## src/rtl/pipe_buffer.sv

```systemverilog
// Ready/valid FIFO buffer of DEPTH entries with one-cycle latency, flush, and a flushed pulse.
// Handshake outputs come only from registered state, so out_ready never reaches in_ready.
module pipe_buffer #(
    parameter int DATA_WIDTH = 32,
    parameter int DEPTH      = 2,
    parameter int CNT_WIDTH  = $clog2(DEPTH + 1)
) (
    input  logic                  clk,
    input  logic                  rst,
    input  logic                  flush,
    input  logic                  in_valid,
    output logic                  in_ready,
    input  logic [DATA_WIDTH-1:0] in_data,
    output logic                  out_valid,
    input  logic                  out_ready,
    output logic [DATA_WIDTH-1:0] out_data,
    output logic [CNT_WIDTH-1:0]  count,
    output logic                  flushed
);

    localparam int PTR_W = (DEPTH > 1) ? $clog2(DEPTH) : 1;
    localparam logic [PTR_W-1:0]     PTR_LAST = PTR_W'(DEPTH - 1);
    localparam logic [CNT_WIDTH-1:0] CNT_FULL = CNT_WIDTH'(DEPTH);

    function automatic logic [PTR_W-1:0] ptr_inc(input logic [PTR_W-1:0] p);
        return (p == PTR_LAST) ? '0 : p + PTR_W'(1);
    endfunction

    logic [DATA_WIDTH-1:0] mem [DEPTH];
    logic [PTR_W-1:0]      wr_ptr;
    logic [PTR_W-1:0]      rd_ptr;
    logic [CNT_WIDTH-1:0]  count_q;
    logic                  flushed_q;
    logic                  push;
    logic                  pop;

    assign in_ready  = (count_q < CNT_FULL);
    assign out_valid = (count_q != '0);
    assign push      = in_valid & in_ready & ~flush;
    assign pop       = out_valid & out_ready & ~flush;
    assign out_data  = out_valid ? mem[rd_ptr] : '0;
    assign count     = count_q;
    assign flushed   = flushed_q;

    // Control stage: pointers, occupancy and flush indication
    always_ff @(posedge clk) begin
        if (rst) begin
            wr_ptr    <= '0;
            rd_ptr    <= '0;
            count_q   <= '0;
            flushed_q <= 1'b0;
        end else if (flush) begin
            wr_ptr    <= '0;
            rd_ptr    <= '0;
            count_q   <= '0;
            flushed_q <= out_valid;
        end else begin
            flushed_q <= 1'b0;
            if (push) wr_ptr <= ptr_inc(wr_ptr);
            if (pop)  rd_ptr <= ptr_inc(rd_ptr);
            case ({push, pop})
                2'b10:   count_q <= count_q + CNT_WIDTH'(1);
                2'b01:   count_q <= count_q - CNT_WIDTH'(1);
                default: count_q <= count_q;
            endcase
        end
    end

    // Storage stage: contents survive rst and flush; validity lives in the pointers
    always_ff @(posedge clk) begin
        if (push && !rst) mem[wr_ptr] <= in_data;
    end

endmodule

```

## config.mk

```make
export PLATFORM = sky130hd
export DESIGN_NAME = pipe_buffer
export DESIGN_NICKNAME = d
export VERILOG_FILES = /design/src/rtl/pipe_buffer.sv
export SDC_FILE = /design/constraint.sdc
export NUM_CORES = 1
export LEC_CHECK = 0
export CAP_MARGIN = 20
export CORE_MARGIN = 1.5
export CORE_UTILIZATION = 47
export DETAILED_ROUTE_END_ITERATION = 6
export HOLD_SLACK_MARGIN = 0.08
export PLACE_DENSITY = 0.8
export SYNTH_ARGS = -nofsm -noshare
export SYNTH_HDL_FRONTEND = slang
export SYNTH_SLANG_ARGS = --single-unit
```

## constraint.sdc

```tcl
create_clock -name clk -period 6.92 [get_ports clk]
set_clock_uncertainty 0.15 [all_clocks]
set_input_delay 1.038 -clock clk [delete_from_list [all_inputs] [get_ports clk]]
set_output_delay 1.038 -clock clk [all_outputs]
set_load 0.01 [all_outputs]
```

==> results.rst, run 1 <==
.. list-table::
   :header-rows: 1

   * - Metric
     - Value
   * - Launch point of the worst hold path
     - rd_ptr
   * - Total number of clock tree sinks
     - 70
   * - Startpoint Class
     - register
   * - Fraction of power consumed by sequential logic
     - 56.7%
   * - Hold Path Depth
     - 2
   * - Type of the tightest min-delay check
     - reg -> reg
   * - Cell at the slowest stage of the critical path
     - nor2_2
   * - Clock input transition at the sequential cells of the worst setup and hold paths
     - 0.07 ns
   * - Final Hold Vio Count
     - 0
   * - Starting utilization of the core area
     - 48.58%
   * - Pin count of the biggest net entering global routing
     - 33
   * - Type of the setup path with the least slack
     - reg -> out
   * - Worst reg2reg setup slack
     - 4.92 ns
   * - Overall routed net length
     - 4562 um
   * - Post-synthesis instance area
     - 2675 um^2
   * - Number of register bits inferred by synthesis
     - 70
   * - Crit. path cell count
     - 4
   * - Crit path capture type
     - output port
   * - Max Clk Rate
     - ~290 MHz
   * - Bufs and invs on worst path
     - 2
   * - Leading cell type in the layout, fill and taps excluded
     - clkdlybuf4s50_1
   * - Die Height
     - 78.44 um
   * - Launch instance of the worst register-to-register path
     - count[1]
   * - Relative contribution of combinational cells to total power
     - about 7.1%
   * - Global-route usage over all layers
     - 15.45%
   * - CTS Buf Count
     - 9
   * - Post-Syn Area per Cell
     - 16.02 um^2
   * - Final Cycle Share
     - 49.81%
   * - Design internal power
     - 671.2 uW
   * - Syn_nets
     - 205
   * - Net switching component of the power
     - 164.0 uW
   * - Via count
     - 1561
   * - H-tree level count
     - 3
   * - Kind of cell adding the most delay to the critical path
     - buffers and inverters
   * - Leakage power total
     - around 0.0012 uW
   * - Critical path's largest stage delay
     - 0.59 ns
   * - Result of the run
     - complete, no violations
   * - Cts repair resizes
     - 0
   * - Capture instance of the worst register-to-register path
     - count[1]
   * - Clock Latency Late Sink
     - 0.33 ns
   * - Fill cell count
     - roughly 400
   * - Global-route wire length before repair
     - 6886 um
   * - Area Overhead vs Synth
     - 37.84%
   * - Clock tree from TritonCTS
     - built
   * - DRC Markers
     - 0
   * - Endpoint required time on the critical path
     - 5.73 ns
   * - Sequential share of the synthesized area
     - 76.33%
   * - Max-cap violations
     - 0
   * - FF+latch area
     - 2043 um^2
   * - Synth Warn #
     - 0
   * - Crit-path cells
     - nor2_2, buf_4, nor2_1, clkdlybuf4s50_1
   * - Total congestion overflow after global routing
     - 0
   * - Number of distinct library cells after synthesis
     - 20
   * - Max Slew Vio Count
     - 0
   * - Synthesized instance count
     - around 170
   * - Port buffer count
     - 73
   * - Multi-input gate area
     - 595.6 um^2
   * - Startpoint of the worst setup timing path
     - count[1]
   * - Number of nets in the final layout
     - 284
   * - FF-to-FF path depth
     - 5
   * - Cell at the root of the clock tree
     - clkbuf_8
   * - Number of hold buffers added after cts
     - 0
   * - Via density
     - roughly 4.8
   * - Row cnt
     - 27
   * - Final worst path period need
     - 3.447 ns
   * - Unrepaired setup endpoints after global routing
     - no
   * - Layout cell share with drive strength beyond 1
     - roughly 8.8%
   * - Number of violations reported at the end of detailed-routing iteration 0
     - 48
   * - Peak ir drop on the vdd network
     - 0.1240 mV
   * - Final weighted congestion of routability-driven global placement
     - 0.7949
   * - Maximum fanout along the worst path
     - 18
   * - Total setup violations reported at the end of the flow
     - 0
   * - Number of post-CTS setup repair buffers
     - 0
   * - HPWL after detailed placement
     - 3048 um
   * - Signal arrival time at the worst endpoint
     - around 2.3 ns
   * - Total power density per cell area
     - 226.5 nW/um^2
   * - Maximum buffer depth of the clock tree
     - 2
   * - Detailed-route wire length per cell
     - 14.12 um
   * - DR pass1 iterations
     - 4
   * - Clock power frac
     - 36.2%
   * - Most frequent cells in the layout
     - clkdlybuf4s50_1 (73), edfxtp_1 (64), nor2_1 (33)
   * - Num ports
     - 74
   * - Worst Tran Pin Value
     - 1.002 ns
   * - Placeable core region
     - roughly 5500 um^2
   * - Die span in x
     - 78.44 um
   * - Total die area
     - 6153 um^2
   * - Number of nets with antenna violations after detailed routing
     - 0
   * - Ant. Diodes
     - 0
   * - Overall power of the completed layout
     - between 800 and 900 uW
   * - Final total negative setup slack
     - 0 ns
   * - Hold_ws
     - 0.4201 ns
   * - Switching share of total power
     - 19.63%
   * - Number of global-route vias before repair
     - 1518
   * - Worst-case headroom to the max-slew limit
     - about a third
   * - Initial antenna violation count
     - 0
worst reg2reg max path: cells and delay by family, from the launching register on:
kind	cells	cell delay (ns)
compound gates	2	0.44
fa+ha+maj	1	0.28
flops	1	0.52
simple gates	2	0.53
synthesized netlist by cell type:
cell type	number	share of area, %
xor2_1	2	0.65
nor4_1	1	0.23
o21ai_0	2	0.37
buf_1	1	0.14
dfxtp_1	6	4.5
nor4b_1	1	0.33
clkbuf_1	3	0.42
buf_2	6	1.1
inv_1	2	0.28
nor3_1	4	0.75
ha_1	1	0.47
edfxtp_1	64	72
nand2b_1	2	0.47
nor2_1	34	4.8
or3_1	1	0.23
a211oi_1	1	0.28
xnor2_1	2	0.65
nor2b_1	1	0.23
mux2i_1	32	12
nor3b_1	1	0.28
worst max-delay path by stage:
stage / to / slack, ns
final: out_data[4] / 3.47
after global routing: out_data[10] / 3.32
after CTS: out_data[11] / 3.42
after detailed placement: count[1] / 3.75
after global placement: out_data[11] / 3.82
after floorplan: mem[1][0] / 1.53
kinds of logic after synthesis:
kind of cell               Yosys count  synth area share [%]
AOI/OAI and AO/OA                    3                0.6549
buffers and inverters               12                 1.964
and+or+nand+nor                     45                 7.297
adders and majority gates            1                0.4677
DFF                                 70                 76.33
muxes                               32                 11.97
xor gates and xnor gates             4                 1.310
registers in the layout (all words and copies together), names as in the netlist, named ones only:
register	count
mem	64
count	2
flushed	1
rd_ptr	1
wr_ptr	1
final cells by class:
type / instances / share of cell area [%]
flip-flops and latches: 70 / 55.41
inverters: 2 / 0.2036
clock inverters: 4 / 1.289
well taps: 72 / 2.443
repair buffers: 78 / 20.83
clock buffers: 12 / 3.665
multi-input cells: 85 / 16.15
per-layer routing:
metal  wire length [um]  global-route usage (%)  vias up
met5                  0                       0        -
met4                 75                   9.107        0
met3                231                   4.070        9
met2               2362                   26.35       48
met1               1892                   17.43      739
li1                   -                       -      765
power groups by stage:
stage | sequential [uW] | clock [uW] | combinational, uW
finish | 474 | 302 | 59.1
global route | 474 | 325 | 63.7
CTS | 474 | 310 | 60.0
detailed placement | 483 | 0 | 59.7
global placement | 483 | 0 | 58.4
floorplan | 482 | 0 | 21.0
through the flow:
step	instances	setup slack (ns)	util [%]	instance area, um^2
detailed placement	307	3.748	63.64	3505
floorplan	167	1.528	-	2675
global route	323	3.325	66.96	3687
global placement	307	3.820	63.64	3505
CTS	323	3.421	66.96	3687
finish	323	3.473	66.96	3687
Power figures use the tool's default switching activity.
==> run 2: changes to the inputs <==
CORE_UTILIZATION = 43   (was 47)
PLACE_DENSITY = 0.78   (was 0.8)
clock period = 2.99 ns   (was 6.92 ns; I/O delays follow)
==> results.rst, run 2 (same netlist as run 1, synthesis figures left out) <==
.. list-table::
   :header-rows: 1

   * - Metric
     - Value
   * - Leakage power total
     - 0.001189 uW (+1.6%)
   * - Unrepaired setup endpoints after global routing
     - no
   * - Crit path capture type
     - output port
   * - Capture instance of the worst register-to-register path
     - count[1]
   * - Area Overhead vs Synth
     - 39.52%
   * - Worst Tran Pin Value
     - 0.4608 ns (-0.5413 ns)
   * - Number of nets in the final layout
     - 285 (+0.35%)
   * - Wl on met1
     - 1977 um (+4.5%)
   * - Cts repair resizes
     - 0 (unchanged)
   * - Ant. Diodes
     - 0 (unchanged)
   * - Layout cell share with drive strength beyond 1
     - 9.524% (+0.76 points)
   * - Endpoint required time on the critical path
     - 2.39 ns (-3.34 ns)
   * - Type of the setup path with the least slack
     - reg -> out
   * - HPWL after detailed placement
     - 3283 um (+7.7%)
   * - Via density
     - 4.804 (-0.59%)
   * - Startpoint Class
     - register
   * - Starting utilization of the core area
     - 44.92% (-3.7 points)
   * - Cell at the root of the clock tree
     - clkbuf_8
   * - Total power density per cell area
     - 521.6 nW/um^2 (+130%)
   * - Pin count of the biggest net entering global routing
     - 33 (unchanged)
   * - Worst-case headroom to the max-slew limit
     - 69.24% (+36 points)
   * - Maximum fanout along the worst path
     - 21 (+3)
   * - DR pass1 iterations
     - 4 (unchanged)
   * - Final total negative setup slack
     - 0 ns (unchanged)
   * - Clock Latency Late Sink
     - 0.33 ns (about the same)
   * - Hold Path Depth
     - 2 (unchanged)
   * - Most frequent cells in the layout
     - clkdlybuf4s50_1 (73), edfxtp_1 (64), nor2_1 (33)
   * - Final worst path period need
     - 2.683 ns
   * - Final weighted congestion of routability-driven global placement
     - 0.6597 (-17%)
   * - Row cnt
     - 28 (+3.7%)
   * - Total setup violations reported at the end of the flow
     - 0 (unchanged)
   * - Overall routed net length
     - 4948 um (+8.5%)
   * - Port buffer count
     - 73 (unchanged)
   * - Number of violations reported at the end of detailed-routing iteration 0
     - 110 (+130%)
   * - CTS Buf Count
     - 9 (unchanged)
   * - Final Hold Vio Count
     - 0 (unchanged)
   * - Die span in x
     - 81.88 um (+4.4%)
   * - Hold_ws
     - 0.4288 ns (+0.008701 ns)
   * - Detailed-route wire length per cell
     - 15.13 um (+7.1%)
   * - Clock input transition at the sequential cells of the worst setup and hold paths
     - 0.07 ns (about the same)
   * - Number of hold buffers added after cts
     - 0 (unchanged)
   * - Number of flip-flops under the largest register name
     - 64 (unchanged)
   * - Clock tree from TritonCTS
     - built
   * - Global-route usage over all layers
     - 16.27% (+0.81 points)
   * - Number of post-CTS setup repair buffers
     - 0 (unchanged)
   * - Global-route wire length before repair
     - 7748 um (+13%)
   * - Num ports
     - 74 (unchanged)
   * - Metal3 WL
     - 354 um (+53%)
   * - Total number of clock tree sinks
     - 70 (unchanged)
   * - Initial antenna violation count
     - 0 (unchanged)
   * - FF-to-FF path depth
     - 5 (unchanged)
   * - Number of global-route vias before repair
     - 1670 (+10%)
   * - Maximum buffer depth of the clock tree
     - 2 (unchanged)
   * - Die Height
     - 81.88 um (+4.4%)
   * - Total die area
     - 6704 um^2 (+9.0%)
   * - Launch instance of the worst register-to-register path
     - count[1]
   * - Type of the tightest min-delay check
     - reg -> reg
   * - Met2 WL
     - 2525 um (+6.9%)
   * - Fill cell count
     - 471 (+17%)
   * - Placeable core region
     - 5956 um^2 (+8.2%)
   * - Max Clk Rate
     - between 300 and 400 MHz
   * - Highest routed metal layer
     - met4
   * - Number of cells in the finished layout apart from fillers
     - 327 (+1.2%)
   * - Via count
     - 1571 (+0.64%)
   * - Signal arrival time at the worst endpoint
     - 2.08 ns (-0.18 ns)
   * - Final Cycle Share
     - about nine tenths
   * - Biggest register
     - mem
   * - H-tree level count
     - 3 (unchanged)
   * - Worst reg2reg setup slack
     - 0.89 ns (-4.03 ns)
   * - Launch point of the worst hold path
     - rd_ptr
   * - Total congestion overflow after global routing
     - 0 (unchanged)
   * - DRC Markers
     - 0 (unchanged)
   * - Max-cap violations
     - 0 (unchanged)
   * - Number of instances in the placed design
     - 311 (+1.3%)
   * - Peak ir drop on the vdd network
     - 0.3300 mV (+170%)
   * - Max Slew Vio Count
     - 0 (unchanged)
   * - Leading cell type in the layout, fill and taps excluded
     - clkdlybuf4s50_1
   * - Number of nets with antenna violations after detailed routing
     - 0 (unchanged)
   * - Result of the run
     - complete, no violations
-- run 2: changes by cell type in the layout (fill, tap and decap cells not counted) --
| cell | change |
|---|---|
| nor4_4 | +1 |
| nor2_4 | +1 |
| nor4_2 | -1 |
| clkinvlp_4 | -1 |
| clkinv_2 | +2 |
| nor4b_4 | +1 |
| buf_12 | +1 |
| nor4b_2 | -1 |
| nor2_2 | -1 |
| clkbuf_1 | -1 |
-- run 2: stage by stage --
step | cell area, um^2 | setup slack [ns] | power (uW) | utilization [%]
3_5_place_dp | 3546 | 0.3207 | 1260 | 59.54
4_1_cts | 3727 | 0.05683 | 1965 | 62.58
6_report | 3732 | 0.3074 | 1947 | 62.67
3_3_place_gp | 3546 | 0.4221 | 1255 | 59.54
5_1_grt | 3732 | 0.1703 | 2022 | 62.67
2_1_floorplan | 2705 | 0.4554 | 1166 | -
-- run 2: how the worst max path moves through the flow --
stage,from,endpoint,slack (ns),cells after the start
after detailed placement,flush,count[1],0.32,6
after global placement,flush,count[1],0.42,6
after global routing,count[1],out_data[4],0.17,4
after CTS,count[1],out_data[4],0.06,4
final,count[1],out_data[4],0.31,4
after floorplan,flush,mem[1][0],0.46,3
-- run 2: routing by layer --
layer / track usage (%) / vias up
met1: 18.04 / 742
met4: 7.119 / 0
met3: 6.556 / 9
met2: 27.46 / 51
li1: - / 769
met5: 0 / -
-- run 2: where the power goes --
group	internal (uW)	total, uW	leakage (uW)	switching [uW]
registers	1090	1090	0.000630	6.85
clock network	380	710	0.0000968	329
logic	83.6	143	0.000462	59.1
-- run 2: final cells by class --
type                            instances  area, um^2  share of cell area (%)
Sequential cell                        70        2043                   54.74
Inverter                                2       7.507                  0.2011
Tap cell                               75       93.84                   2.514
Timing Repair Buffer                   79       788.3                   21.12
Multi-Input combinational cell         85       618.1                   16.56
Clock inverter                          5       50.05                   1.341
Clock buffer                           11       131.4                   3.520
-- run 2: worst max-delay path, stage by stage, from the launching register on --
cell             delay, ns
dfxtp_1               0.61
nor2_4                0.17
buf_4                 0.25
nor2_1                0.15
clkdlybuf4s50_1       0.56
